File: config.mk
export PLATFORM = sky130hd
export DESIGN_NAME = weight_fifo_fill_ctrl
export DESIGN_NICKNAME = d
export VERILOG_FILES = /design/src/rtl/weight_fill_pkg.sv /design/src/rtl/fill_lat_pipe.sv /design/src/rtl/weight_fifo_fill_ctrl.sv
export SDC_FILE = /design/constraint.sdc
export NUM_CORES = 1
export LEC_CHECK = 0
export BUFFER_PORTS_ARGS = -buffer_cell sky130_fd_sc_hd__buf_2
export CAP_MARGIN = 5
export CORE_MARGIN = 1.5
export CORE_UTILIZATION = 45
export CTS_CLUSTER_SIZE = 24
export DETAILED_ROUTE_END_ITERATION = 16
export PLACE_DENSITY = 0.82
export REMOVE_ABC_BUFFERS = 1
export SYNTH_ARGS = -nofsm -noshare
export SYNTH_HDL_FRONTEND = slang
export SYNTH_SLANG_ARGS = --single-unit
File: constraint.sdc
create_clock -name clk -period 3.2 [get_ports clk]
set_clock_uncertainty 0.2 [all_clocks]
set_input_delay 0 -clock clk [delete_from_list [all_inputs] [get_ports clk]]
set_output_delay 0 -clock clk [all_outputs]
set_load 0.05 [all_outputs]
File: src/rtl/weight_fill_pkg.sv
// rtl/weight_fill_pkg.sv - shared types and constants for the weight FIFO fill controller
package weight_fill_pkg;

    typedef enum logic [1:0] {
        IDLE  = 2'd0,
        ISSUE = 2'd1,
        DRAIN = 2'd2
    } fill_state_t;

    typedef struct packed {
        logic rd;
        logic first;
        logic last_tile;
        logic last_cmd;
    } pipe_entry_t;

    localparam int RD_LAT_MIN = 1;
    localparam int RD_LAT_MAX = 4;

endpackage

File: src/rtl/fill_lat_pipe.sv
// rtl/fill_lat_pipe.sv - read-latency shift register carrying write strobe and tile/command markers
module fill_lat_pipe
    import weight_fill_pkg::*;
#(
    parameter int DEPTH = 1
) (
    input  logic        clk,
    input  logic        reset,
    input  logic        flush,
    input  pipe_entry_t din,
    output pipe_entry_t dout,
    output logic        drained
);

    pipe_entry_t stage [DEPTH];

    always_ff @(posedge clk or negedge reset) begin
        if (!reset) begin
            for (int i = 0; i < DEPTH; i++) stage[i] <= '0;
        end else if (flush) begin
            for (int i = 0; i < DEPTH; i++) stage[i] <= '0;
        end else begin
            stage[0] <= din;
            for (int i = 1; i < DEPTH; i++) stage[i] <= stage[i-1];
        end
    end

    assign dout = stage[DEPTH-1];

    // Only the output stage still holds a read, so the pipe is empty after this edge.
    always_comb begin
        drained = 1'b1;
        for (int i = 0; i < DEPTH - 1; i++) begin
            if (stage[i].rd) drained = 1'b0;
        end
    end

endmodule

File: src/rtl/weight_fifo_fill_ctrl.sv
// rtl/weight_fifo_fill_ctrl.sv - multi-tile weight-memory read issue and FIFO write alignment
// Optional stall counter output enabled by FILL_STALL_CNT_EN.
module weight_fifo_fill_ctrl
    import weight_fill_pkg::*;
#(
    parameter int SYS_ARR_ROWS = 16,
    parameter int SYS_ARR_COLS = 16,
    parameter int ADDR_WIDTH   = 8,
    parameter int RD_LAT       = 1,
    parameter int MAX_TILES    = 16
) (
    input  logic                               clk,
    input  logic                               reset,
    input  logic                               start,
    input  logic                               abort,
    input  logic [$clog2(SYS_ARR_ROWS)-1:0]    num_row,
    input  logic [$clog2(SYS_ARR_COLS)-1:0]    num_col,
    input  logic [$clog2(MAX_TILES)-1:0]       num_tiles,
    input  logic [ADDR_WIDTH-1:0]              base_addr,
    input  logic [ADDR_WIDTH-1:0]              tile_stride,
    input  logic                               fifo_full,
    output logic [SYS_ARR_COLS-1:0]            weightMem_rd_en,
    output logic [SYS_ARR_COLS*ADDR_WIDTH-1:0] weightMem_rd_addr,
    output logic [SYS_ARR_COLS-1:0]            fifo_wr_en,
    output logic                               fifo_active,
    output logic                               tile_done,
    output logic                               busy,
    output logic                               done,
    output logic                               done_pulse
`ifdef FILL_STALL_CNT_EN
    ,
    output logic [15:0]                        stall_cycles
`endif
);

    localparam int RW  = $clog2(SYS_ARR_ROWS);
    localparam int CW  = $clog2(SYS_ARR_COLS);
    localparam int TW  = $clog2(MAX_TILES);
    localparam int LAT = (RD_LAT < RD_LAT_MIN) ? RD_LAT_MIN :
                         (RD_LAT > RD_LAT_MAX) ? RD_LAT_MAX : RD_LAT;

    fill_state_t             state, state_nxt;
    logic [RW-1:0]           num_row_q, word_idx;
    logic [CW-1:0]           num_col_q;
    logic [TW-1:0]           num_tiles_q, tile_idx;
    logic [ADDR_WIDTH-1:0]   stride_q, tile_addr, addr;
    logic [SYS_ARR_COLS-1:0] col_mask;
    logic                    accept, issue, last_word, last_tile, drained;
    pipe_entry_t             pipe_in, pipe_out;

    assign accept    = (state == IDLE) && start && !abort;
    assign issue     = (state == ISSUE) && !fifo_full && !abort;
    assign last_word = (word_idx == num_row_q);
    assign last_tile = (tile_idx == num_tiles_q);
    // tile_addr accumulates the stride, so no multiplier is needed; wraps modulo 2^ADDR_WIDTH.
    assign addr      = tile_addr + ADDR_WIDTH'(word_idx);

    always_comb begin
        col_mask = '0;
        for (int i = 0; i < SYS_ARR_COLS; i++) col_mask[i] = (i <= int'(num_col_q));
    end

    always_ff @(posedge clk or negedge reset) begin
        if (!reset) state <= IDLE;
        else        state <= state_nxt;
    end

    always_comb begin
        state_nxt = state;
        if (abort) begin
            state_nxt = IDLE;
        end else begin
            case (state)
                IDLE:    if (start) state_nxt = ISSUE;
                ISSUE:   if (issue && last_word && last_tile) state_nxt = DRAIN;
                DRAIN:   if (drained) state_nxt = IDLE;
                default: state_nxt = IDLE;
            endcase
        end
    end

    always_ff @(posedge clk or negedge reset) begin
        if (!reset) begin
            num_row_q   <= '0;
            num_col_q   <= '0;
            num_tiles_q <= '0;
            stride_q    <= '0;
            word_idx    <= '0;
            tile_idx    <= '0;
            tile_addr   <= '0;
        end else if (accept) begin
            num_row_q   <= num_row;
            num_col_q   <= num_col;
            num_tiles_q <= num_tiles;
            stride_q    <= tile_stride;
            word_idx    <= '0;
            tile_idx    <= '0;
            tile_addr   <= base_addr;
        end else if (issue) begin
            if (last_word) begin
                word_idx <= '0;
                if (!last_tile) begin
                    tile_idx  <= tile_idx + TW'(1);
                    tile_addr <= tile_addr + stride_q;
                end
            end else begin
                word_idx <= word_idx + RW'(1);
            end
        end
    end

    always_comb begin
        pipe_in           = '0;
        pipe_in.rd        = issue;
        pipe_in.first     = issue && (word_idx == '0);
        pipe_in.last_tile = issue && last_word;
        pipe_in.last_cmd  = issue && last_word && last_tile;
    end

    fill_lat_pipe #(.DEPTH(LAT)) u_pipe (
        .clk     (clk),
        .reset   (reset),
        .flush   (abort),
        .din     (pipe_in),
        .dout    (pipe_out),
        .drained (drained)
    );

    // The abort cycle itself also suppresses the pipe output, not just the following ones.
    assign weightMem_rd_en   = issue ? col_mask : '0;
    assign weightMem_rd_addr = {SYS_ARR_COLS{addr}};
    assign fifo_wr_en        = (pipe_out.rd && !abort) ? col_mask : '0;
    assign fifo_active       = pipe_out.first && !abort;
    assign tile_done         = pipe_out.last_tile && !abort;
    assign done_pulse        = pipe_out.last_cmd && !abort;
    assign busy              = (state != IDLE);
    assign done              = !busy;

`ifdef FILL_STALL_CNT_EN
    always_ff @(posedge clk or negedge reset) begin
        if (!reset) begin
            stall_cycles <= '0;
        end else if (accept) begin
            stall_cycles <= '0;
        end else if ((state == ISSUE) && fifo_full && (stall_cycles != 16'hFFFF)) begin
            stall_cycles <= stall_cycles + 16'd1;
        end
    end
`endif

endmodule
## Word level (Yosys, flattened, before mapping)

Index checks and enable logic that the tools add are counted.

| cells by class | value |
|---|---|
| divide/modulo/power cells | 0 |
| equality and inequality tests | 6 |
| multipliers | 0 |
| multiplexer cells | 18 |
| shift operators | 0 |
| reduce and logical (&&, ||, !) cells | 21 |
| bitwise logic cells | 0 |
| magnitude comparators | 15 |
| $add $sub $neg | 4 |

Operators with widths:

| operator | number |
|---|---|
| <= comparator 4 bit (first input constant) | 8 |
| two-way mux 16 bit | 2 |
| two-way mux 4 bit | 8 |
| two-way mux 8 bit | 4 |
| <= comparator 3 x 4 -> 1 bit (first input constant) | 4 |
| logical AND 1 bit | 11 |
| adder 4 x 1 -> 4 bit (second input constant) | 2 |
| adder 8 x 4 -> 8 bit | 1 |
| adder 8 bit | 1 |
| == test 4 bit | 2 |
| <= comparator 2 x 4 -> 1 bit (first input constant) | 2 |
| two-way mux 2 bit | 3 |
| nonzero test 2 bit | 3 |
| <= comparator 1 x 4 -> 1 bit (first input constant) | 1 |
| zero test 4 bit | 1 |
| one-hot mux 2 bit (2 select lines) | 1 |
| zero test 1 bit | 3 |
| inequality test 3 x 2 -> 1 bit (second input constant) | 1 |
| inequality test 3 bit (second input constant) | 1 |
| AND reduction 3 bit | 1 |
| == test 2 x 1 -> 1 bit (second input constant) | 1 |
| zero test 2 bit | 1 |
| inequality test 2 bit (second input constant) | 1 |
| AND reduction 2 bit | 1 |

| word-level totals | value |
|---|---|
| RAM bits | 0 |
| memory bits (read-only) | 0 |
| flip-flop bits (word level) | 42 |
| output and inout port bits | 165 |
| memories kept | 0 |
| bits in latches | 0 |
| word-level logic and storage cells | 76 |
| bits of input ports | 33 |

## Depth between registers and ports, before layout

| logic depth | value |
|---|---|
| depth after elaboration | 8 |
| depth in mapped cells | 7 |
| gate-level depth less buffers | 7 |

## Hierarchy

Synthesis repeated with hierarchy kept, for this count alone.

| second synthesis, totals | value |
|---|---|
| cells, all modules | 435 |
| area total of the unflattened synthesis | 3518.4 um2 |

Modules (own cells, without submodules):

| module | cells an instance | seq. area each (um2) | instances | area an instance (um2) |
|---|---|---|---|---|
| weight_fifo_fill_ctrl | 425 | 950.9 | 1 | 3382.0 |
| fill_lat_pipe | 10 | 100.1 | 1 | 136.4 |

## Least setup slack after synthesis

OpenSTA, ideal clock, no wires.

| timing path | value |
|---|---|
| path type | reg2out |
| start point | register word_idx[0] |
| end point | output weightMem_rd_addr[102] |
| arrival time | 3164 ps |
| required time | 3000 ps |
| setup slack | -164 ps |
| stages on the path, launching flop included | 8 |
| path buffers | 1 |
| cells stage by stage | dfrtp_1 ha_1 fa_1 a21o_1 a21oi_1 nor2_1 xor2_1 buf_4 |

| between the ends | value |
|---|---|
| word-level cells in the longest chain between the ends | 1 |

Ends and longest elaborated chain:

| element | line | text |
|---|---|---|
| start: declaration | weight_fifo_fill_ctrl.sv:43 | `logic [RW-1:0] num_row_q, word_idx;` |
| start signal: assignment | weight_fifo_fill_ctrl.sv:107 | `word_idx <= word_idx + RW'(1);` |
| adder 8 x 4 -> 8 bit | weight_fifo_fill_ctrl.sv:56 | `assign addr = tile_addr + ADDR_WIDTH'(word_idx);` |
| end: declaration | weight_fifo_fill_ctrl.sv:23 | `output logic [SYS_ARR_COLS*ADDR_WIDTH-1:0] weightMem_rd_addr,` |

Every way passes these cells.

## Final worst setup path

| timing path | value |
|---|---|
| start point | register word_idx[0] |
| end point | output weightMem_rd_addr[124] |

The elaborated chain is that of the path after synthesis.

==> flow_summary.toml <==
[die]
io_pins = 198
start_util = 0.472
die_h_microns = 90.7
rows = 31
die-area_sq_mm = 0.00822
coreArea_sq_mm = 0.00733
die_x_microns = 90.7

[routing]
drtAntennaViolNets = 0
drt-wirelength-per-cell_microns = 12.6
route.detailed.drc = 0
drt_iter0_markers = 100
drt-total-wl_mm = 7.92
dr_total_vias = 2982
avgViaCountPerCell = 4.73
dr.pass1.iters = 4

[logic_synthesis]
synthCells = 423
synth_seq_area_share = 0.304
yosysUniqueCellTypes = 38
synth-seq-cells = 42
yosysWarnings = 0
syn_avg_cell_area_sq_um = 8.17
synth_area_sq_mm = 0.00346

[flow_run]
cap_violations = 0

[pwr]
power_uw = 4290
p_leak_uw = 0.00240
power_density_mw_per_mm2 = 1050
irDropWorstVdd_mv = 0.825

[cells_and_area]
fill_cells = 680
nets = 579
layout_common_cells = "buf_2, nand2_1, dfrtp_1"
syn_to_final_growth_pct = 17.7
post-route-util = 0.555
drive_above_1_share = 0.399
diodes = 0
final_common_cell = "buf_2"
final_cell_area_sq_mm = 0.00407

[grt]
use_met2 = 0.348
met1_usage = 0.209
use_met3 = 0.0295
busiest_layer = "met2"
overflow = 0
antenna_found_initial = 0
grt_start_max_net_pins = 43
track_usage = 0.187
grt_pass1_wl_mm = 12.6
grt_pass1_vias = 2728

[critical_path]
start_kind = "flip-flop"
end_kind = "output port"
arrival_ns = 2.77
crit_required_ns = 3.00
critPathMaxFanout = 16
path_class = "flip-flop to output port"

[sta]
rsz0062_at_grt = "false"
finalMaxSlewViolations = 0
finalCritPeriodShare = 0.928
fin_crit_ns = 2.97
finalWorstSetupSlack_ns = 0.231
setup_violations = 0
tns_ns = 0
worst_slew_pin_slew_ns = 1.07
relSlewSlack = 0.279
max_freq_mhz = 337
hold_violations = 0

[cts]
cts-buffers-inserted = 5
cts.clk_slew.worst_paths_ns = 0.09
cts-htree-levels = 2
cts_setup_buffers = 0
root_buffer = "clkbuf_8"
worstSkewPairLatency_ns = 0.30
clockBufferDepth = 2
cts.sinks = 42
cts_tree = "yes"

[place]
dpl_cell_area_sq_mm = 0.00364
dp_hpwl_mm = 5.69
place_congestion = 0.829
dp_slack_ns = 0.553
io_buffers = 197

[outcome]
status = "completed"

[min_path]
hold_path.class = "input pin to flip-flop"
metrics by stage:
stage | std cells | hold slack, ns
after CTS | 630 | 0.0809
after detailed placement | 590 | -0.00800
after global placement | 590 | -0.00942
final | 630 | 0.0835
after global routing | 630 | 0.133
after floorplan | 291 | -0.496
state kept, by name (all words and copies together), names as in the netlist:
name and cells:
tile_idx 4, state 2, num_tiles_q 4, num_row_q 4, num_col_q 4, tile_addr 8
u_pipe.dout 4, stride_q 8, word_idx 4
layout make-up:
cell class / count / area [sq um] / area share
sequential: 42 / 1050 / 0.258
clock buffer: 7 / 86.3 / 0.0212
timing repair buffer: 232 / 1330 / 0.326
inverter: 13 / 48.8 / 0.0120
tap: 99 / 124 / 0.0304
clock inverter: 1 / 5.00 / 0.00123
multi-input combinational: 236 / 1430 / 0.350
synthesized netlist by cell type:
cell type / number / area share
a211oi_1: 2 / 0.0043
a21o_1: 5 / 0.011
a21oi_1: 15 / 0.022
a22oi_1: 1 / 0.0022
a31oi_1: 1 / 0.0018
a41o_1: 1 / 0.0029
and2_1: 2 / 0.0036
and3_1: 3 / 0.0054
and4_1: 1 / 0.0025
buf_2: 2 / 0.0029
buf_4: 121 / 0.26
clkbuf_1: 9 / 0.0098
dfrtp_1: 42 / 0.30
fa_1: 2 / 0.012
ha_1: 14 / 0.051
inv_1: 13 / 0.014
mux2i_1: 6 / 0.017
nand2_1: 75 / 0.081
nand2b_1: 2 / 0.0036
nand3_1: 2 / 0.0029
nand3_4: 1 / 0.0051
nand3b_1: 3 / 0.0065
nand4_1: 2 / 0.0036
nor2_1: 40 / 0.043
nor2b_1: 6 / 0.011
nor3_1: 2 / 0.0029
nor4_1: 2 / 0.0036
nor4_4: 1 / 0.0062
nor4b_1: 2 / 0.0051
o2111ai_1: 1 / 0.0025
o211ai_1: 3 / 0.0065
o21ai_0: 14 / 0.020
o31ai_1: 1 / 0.0022
o41a_1: 1 / 0.0033
or3_1: 2 / 0.0036
or4_1: 1 / 0.0022
xnor2_1: 11 / 0.028
xor2_1: 11 / 0.028
worst max-delay path: stages, from the launching register on:
cell,delay [ns]
dfrtp_1,0.46
ha_1,0.26
fa_1,0.41
a21o_1,0.19
a21oi_1,0.21
xnor2_1,0.50
buf_2,0.42
final timing paths:
path | from | end | slack [ns] | depth (start not counted)
max in group asynchronous | reset | num_tiles_q[3] | 2.01 | 2
worst min-delay path | start | num_row_q[2] | 0.08 | 5
worst max register to register | state[1] | tile_addr[7] | 0.70 | 6
min in group asynchronous | reset | word_idx[1] | 0.20 | 2
worst min register to register | stride_q[4] | stride_q[4] | 0.30 | 2
worst max-delay path | word_idx[0] | weightMem_rd_addr[124] | 0.23 | 6
routing by layer:
metal / vias up / share of wire
met5: - / 0
met4: 0 / 0.021
met3: 15 / 0.067
met2: 150 / 0.51
met1: 1362 / 0.40
li1: 1455 / -
what timing repair did:
| action | in CTS | in global routing |
|---|---|---|
| hold buffers | 32 | 0 |
| gates resized for setup | 0 | 2 |
| hold endpoints to repair | 73 | 0 |
| setup endpoints to repair | 0 | 32 |
logic make-up (layout without fill, tap and decap cells):
kind of cell | count (synthesis) | after routing | synth area share
and+or+nand+nor | 147 | 147 | 0.193
buffers and inverters | 145 | 253 | 0.290
xor gates and xnor gates | 22 | 22 | 0.0557
muxes | 6 | 6 | 0.0174
DFF | 42 | 42 | 0.304
AOI/OAI and AO/OA | 45 | 45 | 0.0785
adders and majority gates | 16 | 16 | 0.0623
power breakdown:
| group | total (uW) | switching [uW] | internal (uW) |
|---|---|---|---|
| Clock | 363 | 189 | 174 |
| Sequential | 709 | 102 | 607 |
| Combinational | 3210 | 2600 | 617 |
Power figures use the tool's default switching activity.
